<file path="config.mk">
export PLATFORM = sky130hd
export DESIGN_NAME = ps2_key_tracker
export DESIGN_NICKNAME = d
export VERILOG_FILES = /design/src/rtl/ps2_key_tracker.sv
export SDC_FILE = /design/constraint.sdc
export NUM_CORES = 1
export LEC_CHECK = 0
export CORE_AREA = 2 2 58 60
export CTS_CLUSTER_SIZE = 20
export DETAILED_ROUTE_END_ITERATION = 7
export DIE_AREA = 0 0 60 62
export PLACE_DENSITY = 0.68
export SYNTH_ARGS = -nofsm -noshare
export SYNTH_HDL_FRONTEND = slang
export SYNTH_SLANG_ARGS = --single-unit
</file>
<file path="constraint.sdc">
create_clock -name clk -period 1.7 [get_ports clk]
set_input_delay 0.34 -clock clk [delete_from_list [all_inputs] [get_ports clk]]
set_output_delay 0.34 -clock clk [all_outputs]
set_load 0.01 [all_outputs]
</file>
<file path="src/rtl/ps2_key_tracker.sv">
// PS/2 set-2 scan-code sequencer: decodes make/break/extended byte sequences into held levels and press pulses.
// Optional ARROW_KEYS_EN: E0-prefixed left/right arrows also drive the left/right levels.
module ps2_key_tracker #(
  parameter logic [7:0]  LEFT_CODE      = 8'h1C,
  parameter logic [7:0]  RIGHT_CODE     = 8'h1B,
  parameter logic [7:0]  ENTER_CODE     = 8'h5A,
  parameter int unsigned TIMEOUT_CYCLES = 2_000_000
) (
  input  logic       clk,
  input  logic       reset,
  input  logic       rx_done_tick,
  input  logic [7:0] rx_data,
  output logic       left,
  output logic       right,
  output logic       enter,
  output logic       left_press,
  output logic       right_press,
  output logic       enter_press,
  output logic       seq_timeout
);

  localparam int CW = (TIMEOUT_CYCLES > 1) ? $clog2(TIMEOUT_CYCLES) : 1;
  localparam logic [CW-1:0] TERM_CNT = CW'(TIMEOUT_CYCLES - 1);
  localparam logic [7:0] BRK_PFX = 8'hF0;
  localparam logic [7:0] EXT_PFX = 8'hE0;

  typedef enum logic [1:0] {IDLE = 2'd0, BRK = 2'd1, EXT = 2'd2, EXT_BRK = 2'd3} state_e;

  state_e        state_q, state_d;
  logic [CW-1:0] cnt_q, cnt_d;
  logic          a_held_q, a_held_d, s_held_q, s_held_d, e_held_q, e_held_d;
  logic          la_held_q, la_held_d, ra_held_q, ra_held_d;
  logic          left_q, left_d, right_q, right_d, enter_q, enter_d;
  logic          lp_q, lp_d, rp_q, rp_d, ep_q, ep_d, to_q, to_d;
  logic          do_key_s, do_brk_s, do_ext_s;

  // State, held bits and registered outputs
  always_ff @(posedge clk) begin
    if (reset) begin
      state_q   <= IDLE;
      cnt_q     <= '0;
      a_held_q  <= 1'b0;
      s_held_q  <= 1'b0;
      e_held_q  <= 1'b0;
      la_held_q <= 1'b0;
      ra_held_q <= 1'b0;
      left_q    <= 1'b0;
      right_q   <= 1'b0;
      enter_q   <= 1'b0;
      lp_q      <= 1'b0;
      rp_q      <= 1'b0;
      ep_q      <= 1'b0;
      to_q      <= 1'b0;
    end else begin
      state_q   <= state_d;
      cnt_q     <= cnt_d;
      a_held_q  <= a_held_d;
      s_held_q  <= s_held_d;
      e_held_q  <= e_held_d;
      la_held_q <= la_held_d;
      ra_held_q <= ra_held_d;
      left_q    <= left_d;
      right_q   <= right_d;
      enter_q   <= enter_d;
      lp_q      <= lp_d;
      rp_q      <= rp_d;
      ep_q      <= ep_d;
      to_q      <= to_d;
    end
  end

  // Sequence FSM, idle timeout and key decode
  always_comb begin
    state_d   = state_q;
    cnt_d     = cnt_q;
    a_held_d  = a_held_q;
    s_held_d  = s_held_q;
    e_held_d  = e_held_q;
    la_held_d = la_held_q;
    ra_held_d = ra_held_q;
    to_d      = 1'b0;
    do_key_s  = 1'b0;
    do_brk_s  = 1'b0;
    do_ext_s  = 1'b0;

    if (rx_done_tick) begin
      // A byte always wins over a simultaneous terminal count
      cnt_d = '0;
      if (rx_data == EXT_PFX) begin
        state_d = EXT;
      end else if (rx_data == BRK_PFX) begin
        case (state_q)
          IDLE, BRK:    state_d = BRK;
          EXT, EXT_BRK: state_d = EXT_BRK;
          default:      state_d = IDLE;
        endcase
      end else begin
        state_d  = IDLE;
        do_key_s = 1'b1;
        do_brk_s = (state_q == BRK) || (state_q == EXT_BRK);
        do_ext_s = (state_q == EXT) || (state_q == EXT_BRK);
      end
    end else if (state_q != IDLE) begin
      if (cnt_q == TERM_CNT) begin
        state_d = IDLE;
        cnt_d   = '0;
        to_d    = 1'b1;
      end else begin
        cnt_d = cnt_q + CW'(1);
      end
    end else begin
      cnt_d = '0;
    end

    if (do_key_s && !do_ext_s) begin
      if (rx_data == LEFT_CODE) begin
        a_held_d = !do_brk_s;
      end else if (rx_data == RIGHT_CODE) begin
        s_held_d = !do_brk_s;
      end else if (rx_data == ENTER_CODE) begin
        e_held_d = !do_brk_s;
      end else begin
        a_held_d = a_held_q;
      end
`ifdef ARROW_KEYS_EN
    end else if (do_key_s && do_ext_s) begin
      if (rx_data == 8'h6B) begin
        la_held_d = !do_brk_s;
      end else if (rx_data == 8'h74) begin
        ra_held_d = !do_brk_s;
      end else begin
        la_held_d = la_held_q;
      end
`endif
    end else begin
      a_held_d = a_held_q;
    end

    // Pulses follow the combined level so a second source of the same key stays silent
    left_d  = a_held_d | la_held_d;
    right_d = s_held_d | ra_held_d;
    enter_d = e_held_d;
    lp_d    = left_d  & ~left_q;
    rp_d    = right_d & ~right_q;
    ep_d    = enter_d & ~enter_q;
  end

  assign left        = left_q;
  assign right       = right_q;
  assign enter       = enter_q;
  assign left_press  = lp_q;
  assign right_press = rp_q;
  assign enter_press = ep_q;
  assign seq_timeout = to_q;

endmodule
</file>
==> results of run 1 <==
worst paths after layout:
| check | from | to | slack (ns) | cells after the start |
|---|---|---|---|---|
| hold reg to reg | left$_SDFF_PP0_ | left_press$_SDFF_PP0_ | 0.46 | 1 |
| hold / removal | left$_SDFF_PP0_ | left_press$_SDFF_PP0_ | 0.46 | 1 |
| setup reg to reg | cnt_q[20]$_SDFF_PP0_ | cnt_q[16]$_SDFF_PP0_ | 0.04 | 5 |
| setup / recovery | cnt_q[20]$_SDFF_PP0_ | cnt_q[16]$_SDFF_PP0_ | 0.04 | 5 |
power by group:
part | leakage, uW | internal (uW) | total (uW) | switching [uW]
clock | 0.0000585 | 498 | 748 | 250
sequential | 0.000247 | 702 | 702 | 0.216
combinational | 0.000369 | 32.4 | 49.5 | 17.1
total | 0.000675 | 1230 | 1500 | 267
routing by layer:
layer / vias to the layer above / track usage / part of all wire
met3: 5 / 0.0663 / 0.053
met5: - / 0 / 0
met2: 38 / 0.314 / 0.51
met1: 606 / 0.186 / 0.42
met4: 0 / 0.0952 / 0.012
li1: 644 / - / -
cell usage after synthesis, types with 5 or more instances:
cell	number
nor2_1	22
or3_1	6
o21ai_0	7
a21oi_1	7
nand3_1	6
nor4_1	5
xnor2_1	8
nand2_1	9
dfxtp_1	30
xor2_1	5
logic make-up (layout without fill, tap and decap cells):
kind of cell,count (synthesis),after routing,share of synthesized area
DFF,30,30,0.444
muxes,3,3,0.0222
buffers and inverters,8,59,0.0250
adders and majority gates,1,1,0.00926
xor gates and xnor gates,13,13,0.0843
AOI/OAI and AO/OA,19,19,0.0769
and+or+nand+nor,78,78,0.338
critical path: stages, from the launching register on:
cell	delay [ns]
dfxtp_1	0.35
or3b_1	0.35
or4_4	0.44
o21bai_4	0.18
buf_6	0.16
a21oi_1	0.05
cell usage in the layout (no fill, tap or decap), types with 2 or more instances in the layout:
cell and instances:
xor2_1 5, clkdlybuf4s50_1 17, nor3_1 4, xnor2_1 8, and4_1 2, nand4_1 4
nor4_1 5, and3_1 2, dfxtp_1 19, buf_4 27, mux2i_1 3, bufinv_16 2
nand2b_1 2, nand3_1 5, inv_1 4, o21ai_0 7, buf_6 3, nor4b_1 4
nand2_1 9, a21oi_1 6, nor2_1 22, nand4bb_1 2, a21oi_2 2, or3b_1 2
dfxtp_2 11, or3_1 5, clkbuf_4 5
repair_timing:
item / in CTS / in global routing
cloned: 1 / 0
setup buffers: 0 / 1
pin swaps: 1 / 3
endpoints found under the setup margin: 19 / 22
resized for setup: 14 / 10
layout make-up:
type / instances / share of cell area
repair buffers: 47 / 0.208
inverters: 4 / 0.00767
clock inverters: 2 / 0.0307
flip-flops and latches: 30 / 0.314
well taps: 46 / 0.0294
multi-input cells: 114 / 0.384
clock buffers: 6 / 0.0262
metrics by stage:
| stage | hold slack, ns | TNS (ns) | worst slack, ns | power [uW] | std cells |
|---|---|---|---|---|---|
| floorplan | 0.418 | 0 | 0.00317 | 730 | 152 |
| global placement | 0.438 | -0.922 | -0.159 | 767 | 239 |
| detailed placement | 0.447 | -1.27 | -0.178 | 768 | 239 |
| CTS | 0.461 | 0 | 0.00147 | 1510 | 248 |
| global route | 0.495 | -0.142 | -0.0192 | 1550 | 249 |
| finish | 0.457 | 0 | 0.0446 | 1500 | 249 |
flip-flops by register name, summed over array words and instances, names as in the netlist:
name / flops
cnt_q: 21
enter: 1
seq_timeout: 1
right: 1
left: 1
right_press: 1
state_q: 2
left_press: 1
enter_press: 1
==> summary by stage, run 1 <==
Finish
The post-route cell area is around 2000 sq um. The area growth from synthesis to layout is 44.8%. 0 antenna diodes ended up in the layout. The share of the core filled with cells is 0.616. The share of layout cells above drive strength 1 is 0.291.

The filler cells instantiated in the layout total roughly 280. Summing all multi-input logic gate instances after layout gives around 750 sq um. The total area of sequential cells is slightly above 600 sq um. The count of nets after finishing is between 200 and 250.

Timing
The final critical-path share of the clock period is 0.974. Setup repair after global routing could not meet its margin everywhere. In this run the tightest slew margin relative to its limit is 0.750. Setup violations remaining at the end of the flow were counted as 0. The final count of hold timing violations is 0. The final clock skew is around 0.010 ns.

The max-slew violation count is 0. For the finished layout, the period the worst path requires is roughly 1.7 ns. The maximum operating frequency is between 600 and 700 MHz. For the pin with the worst max-slew slack, the measured transition is ~0.37 ns.

GRT
Entering global routing, the biggest net connects 11 pins. The first global-routing pass estimated ~4900 um of wire. The total global-route track usage is 0.179. For this run the aggregate overflow at the end of global routing stands at 0. The number of antenna violations at the first check in global routing is 0. The number of global-route vias before repair is roughly 1200.

Floorplanning
The initial utilization of the core area, before any placement, comes to 0.425. From left edge to right edge, the die measures about 60 um. The floorplan step defined a die boundary enclosing roughly 3700 sq um. Row generation in the floorplan step produced 21 rows.

The I/O pin count is 18. The die outline height is a little over 60 um. The core region area is between 3000 and 4000 sq um.

Yosys
The cell area after synthesis is between 1000 and 1500 sq um. The post-synth net total is 164. Summed over all instances, the cell type with the most area after synthesis is dfxtp_1.

The netlist uses 34 different library cells. Synthesis inferred 30 register bits. During synthesis, Yosys emitted a total of 0 warnings. After synthesis, the share of flip-flops with an asynchronous set or reset is 0. Synthesis produced ~150 cells. For this run, the leading register cell type out of synthesis is dfxtp_1. Of the post-synthesis cell area, the dominant cell type holds 0.444. The register area share after synthesis is 0.444. The number of enable-type register cells in the synthesized netlist is 0. By area the synthesized netlist is led by dfxtp_1 44%, nor2_1 6.1%, xnor2_1 5.2%. Dividing the synthesized area by the synthesized cell count gives slightly below 9 sq um.

Clock tree
The number of hold buffers added after CTS was 0. The root buffer cell is clkbuf_4. The H-tree depth reported by CTS is 2. Clock tree synthesis inserted a total of 5 buffers. The TritonCTS clock tree is done.

The clock tree buffer depth is 2. CTS saw 30 sinks. At the later pin of the worst-skew pair, clock insertion delay measures roughly 0.33 ns. The clock slew seen by the registers of the worst setup and hold paths is 0.10 ns.

Routing
Wires add up to approximately 3000 um. In this run, the number of DRC markers left after iteration 0 of detailed routing was 44. The detailed-router iteration count before antenna repair is 4. In this run the remaining antenna-violating nets after routing total 0. The overall via count from detail_route is between 1000 and 1500.

After detailed routing, the average wire length per cell comes to 12.2 um. After detailed routing, the number of vias per cell comes to around 5.2. The DRC violation count after routing is 0.

Placed design
Input and output buffers added on the ports amount to 17. The area after detailed placement is 1770 sq um. Routability-driven placement finished with a final weighted congestion of 0.909. The HPWL after detailed placement is about 2200 um.

Critical path
The maximum fanout along the worst path is 7. The critical path start-end classification is reg -> reg. The worst setup path is captured at a flop. STA classifies the critical path startpoint as a flop. STA puts the critical path data arrival time at roughly 1.9 ns. Data on the critical path is required at its endpoint by between 1.5 and 2 ns.

Power
The static power due to leakage is a little under 0.0007 uW. The power density normalized to cell area is 766 nW/um^2. Across the VDD grid, the largest voltage drop is just under 0.0007 V.

Run
The tool flagged a number of max-cap violations equal to 0.

Outcome
The run finished with clean final reports.

Worst hold path
The class of the tightest hold or removal check is reg -> reg.
(Power assumes the default switching activity.)
==> run 2: changes to the inputs <==
--- a/config.mk
+++ b/config.mk
@@ -9,7 +9,7 @@
 export CTS_CLUSTER_SIZE = 20
 export DETAILED_ROUTE_END_ITERATION = 7
 export DIE_AREA = 0 0 60 62
-export PLACE_DENSITY = 0.68
+export PLACE_DENSITY = 0.74
 export SYNTH_ARGS = -nofsm -noshare
 export SYNTH_HDL_FRONTEND = slang
 export SYNTH_SLANG_ARGS = --single-unit
==> run 2 against run 1 <==
- clock-buffer cell count rose by 1
- worst hold slack better by 0.0012 ns
- final cell count rose by 0.40%
- sequential power about the same
- critical path type unchanged
- largest cell class unchanged
- largest power group is now sequential cells
==> summary by stage, run 2 (synthesis results as in run 1) <==
Routing
The detailed-route vias per instance is about 5.1. The first detailed-routing pass took 4 iterations. In the routed design, unresolved DRC markers number 0. The number of nets with antenna violations after routing is 0. Dividing the detail-routed wire length by the instance count gives between 10 and 15 um. The number of design-rule violations left by the first detailed-router iteration is 46. The total wire length is about 3200 um. The overall via count from detail_route is 1280.

Finish
The final layout contains approximately 220 nets. In the layout the commonest cells are 28 x buf_4, 20 x dfxtp_1, 17 x clkdlybuf4s50_1. The area growth from synthesis to layout is 45.8%. The most flop-heavy register is cnt_q.

The post-route cell area is ~2000 sq um. The share of layout cells above drive strength 1 is 0.338. In the final layout, the registers with the most flip-flops are cnt_q x21, state_q x2. The number of inserted diodes is 0. The most common cell after layout, fill and taps aside is buf_4. The flip-flop count of the largest register after layout is 21.

Critical path
The buffers plus inverters on the worst setup path is 1. The arrival time of the worst setup path is 1.91 ns. The worst setup path is launched from a flop. The maximum fanout along the worst path is 7. The critical path required time is approximately 1.9 ns.

The slowest cell on the critical path is or4_4. The kind of end point of the critical path is a flop. The critical path goes through or3b_4 > or4_4 > o21bai_4 > buf_6 > nor2_2. In this design, the largest share of critical-path delay is due to simple AND/OR/NAND/NOR gates. On the worst path, the slowest cell contributes a delay of approximately 0.45 ns.

The critical path start-end classification is reg -> reg.

Floorplanning
18 I/O pins were placed. Measured along the x axis, the die boundary spans around 60 um. The floorplan has 21 rows. The die covers between 3000 and 4000 sq um. After floorplanning, the core was sized to cover around 3200 sq um. The initial utilization of the core area, before any placement, comes to 0.425. The die outline height is 62 um.

Clock tree
The number of clock sinks seen by CTS is 30. The H-tree depth reported by CTS is 2. The clock insertion delay at the later pin of the skew report is 0.33 ns.

The longest clock path from root to sink contains 2 buffers. The buffer count from post-CTS setup fixing is 0. The root buffer cell is clkbuf_4. The number of buffers inserted for hold repair after clock tree synthesis is 0. The clock slew seen by the registers of the worst setup and hold paths is about 0.09 ns.

Buffers inserted during clock tree synthesis total 5. TritonCTS built the clock tree.

Timing
The total negative slack for setup checks is 0 ns. Setup violations remaining at the end of the flow were counted as 0. The final critical-path share of the clock period is 0.994. The final clock skew is around 0.012 ns. The relative slew slack is 0.753. The maximum operating frequency is 592 MHz. The final count of hold timing violations was 0. The post-layout minimum cycle time is 1.69 ns. The max-slew violation count is 0.

Setup repair after global routing could not meet its margin everywhere. The slew at the pin closest to its max-slew limit is roughly 0.37 ns.

Run
The number of max-cap violations is 0.

GRT
The pin count of the biggest net entering global routing is 10. The total global-route track usage is 0.185. The global route total overflow is 0.

The number of antenna violations at the first check in global routing is 0. The first-pass GRT wire length is 5060 um. The number of global-route vias before repair is between 1000 and 1500.

Placed design
Port buffering added 17 buffers. The detailed placement HPWL is 2280 um. The area after detailed placement is roughly 1800 sq um.

Routability-driven placement finished with a final weighted congestion of ~0.85.

Power
Power spread over the standard cell area amounts to 606 nW/um^2. The part of the total power dissipated in the clock network is 0.365. The worst voltage drop across the vdd grid is about 0.00038 V. The static power due to leakage is between 0.0006 and 0.0007 uW.

Of the total power, registers draw 0.589. The power dissipated by switching net loads is around 260 uW. Of the total power, the share spent switching nets is 0.214. The share of total power in combinational logic is 0.046. The internal power component is approximately 940 uW.

Worst hold path
The class of the tightest hold or removal check is reg -> reg.

Outcome
The flow ran to the end, and the final reports show no timing, DRC or antenna violations.
[run 2: cell types whose count changed in the layout (fill, tap and decap cells not counted), moves of 2 or more]
cell / change
a21oi_2: +3
a21oi_1: -3
nor2_2: +5
bufinv_16: -2
nor2_4: +4
nor2_1: -9
[run 2: cell type report]
type                            count  area (sq um)
Clock buffer                        7          55.1
Clock inverter                      1          5.00
Fill cell                         270          1210
Inverter                            4          15.0
Multi-Input combinational cell    114           811
Sequential cell                    30           613
Tap cell                           46          57.6
Timing Repair Buffer               48           414
[run 2: power by group through the flow]
stage	registers, uW	logic, uW	clock network, uW
floorplan	719	11.1	0
global placement	719	51.0	0
detailed placement	719	52.7	0
CTS	703	53.7	444
global route	703	58.6	476
finish	702	55.5	436
[run 2: worst paths after layout]
kind | start | endpoint | slack, ns | cells past startpoint
setup / recovery | cnt_q[16]$_SDFF_PP0_ | cnt_q[1]$_SDFF_PP0_ | 0.009 | 5
hold / removal | enter$_SDFF_PP0_ | enter_press$_SDFF_PP0_ | 0.46 | 1
setup reg to reg | cnt_q[16]$_SDFF_PP0_ | cnt_q[1]$_SDFF_PP0_ | 0.009 | 5
hold reg to reg | enter$_SDFF_PP0_ | enter_press$_SDFF_PP0_ | 0.46 | 1
[run 2: worst register-to-register path: stages, from the launching register on]
cell and delay (ns):
dfxtp_2 0.33, or3b_4 0.39, or4_4 0.45, o21bai_4 0.20
buf_6 0.18, nor2_2 0.04
[run 2: timing repair]
item	4_1_cts	5_1_grt
pin swaps	1	7
setup endpoints to repair	20	24
gates cloned	1	0
gates resized for setup	11	27
[run 2: metrics by stage]
stage	util	std cells	hold slack (ns)	worst slack [ns]	power, uW
4_1_cts	0.593	250	0.463	0.00401	1200
3_5_place_dp	0.562	241	0.450	-0.252	772
3_3_place_gp	0.562	241	0.438	-0.146	770
5_1_grt	0.620	250	0.474	-0.0506	1240
2_1_floorplan	-	152	0.418	0.00317	730
6_report	0.620	250	0.458	0.00939	1190
[run 2: per-layer routing]
metal  wire (um)  vias up  GRT usage  part of all wire
met5           0        -          0                 0
met4          38        0     0.0603             0.012
met3         144        7     0.0538             0.044
met2        1710       32      0.356              0.52
met1        1360      594      0.191              0.42
li1            -      647          -                 -
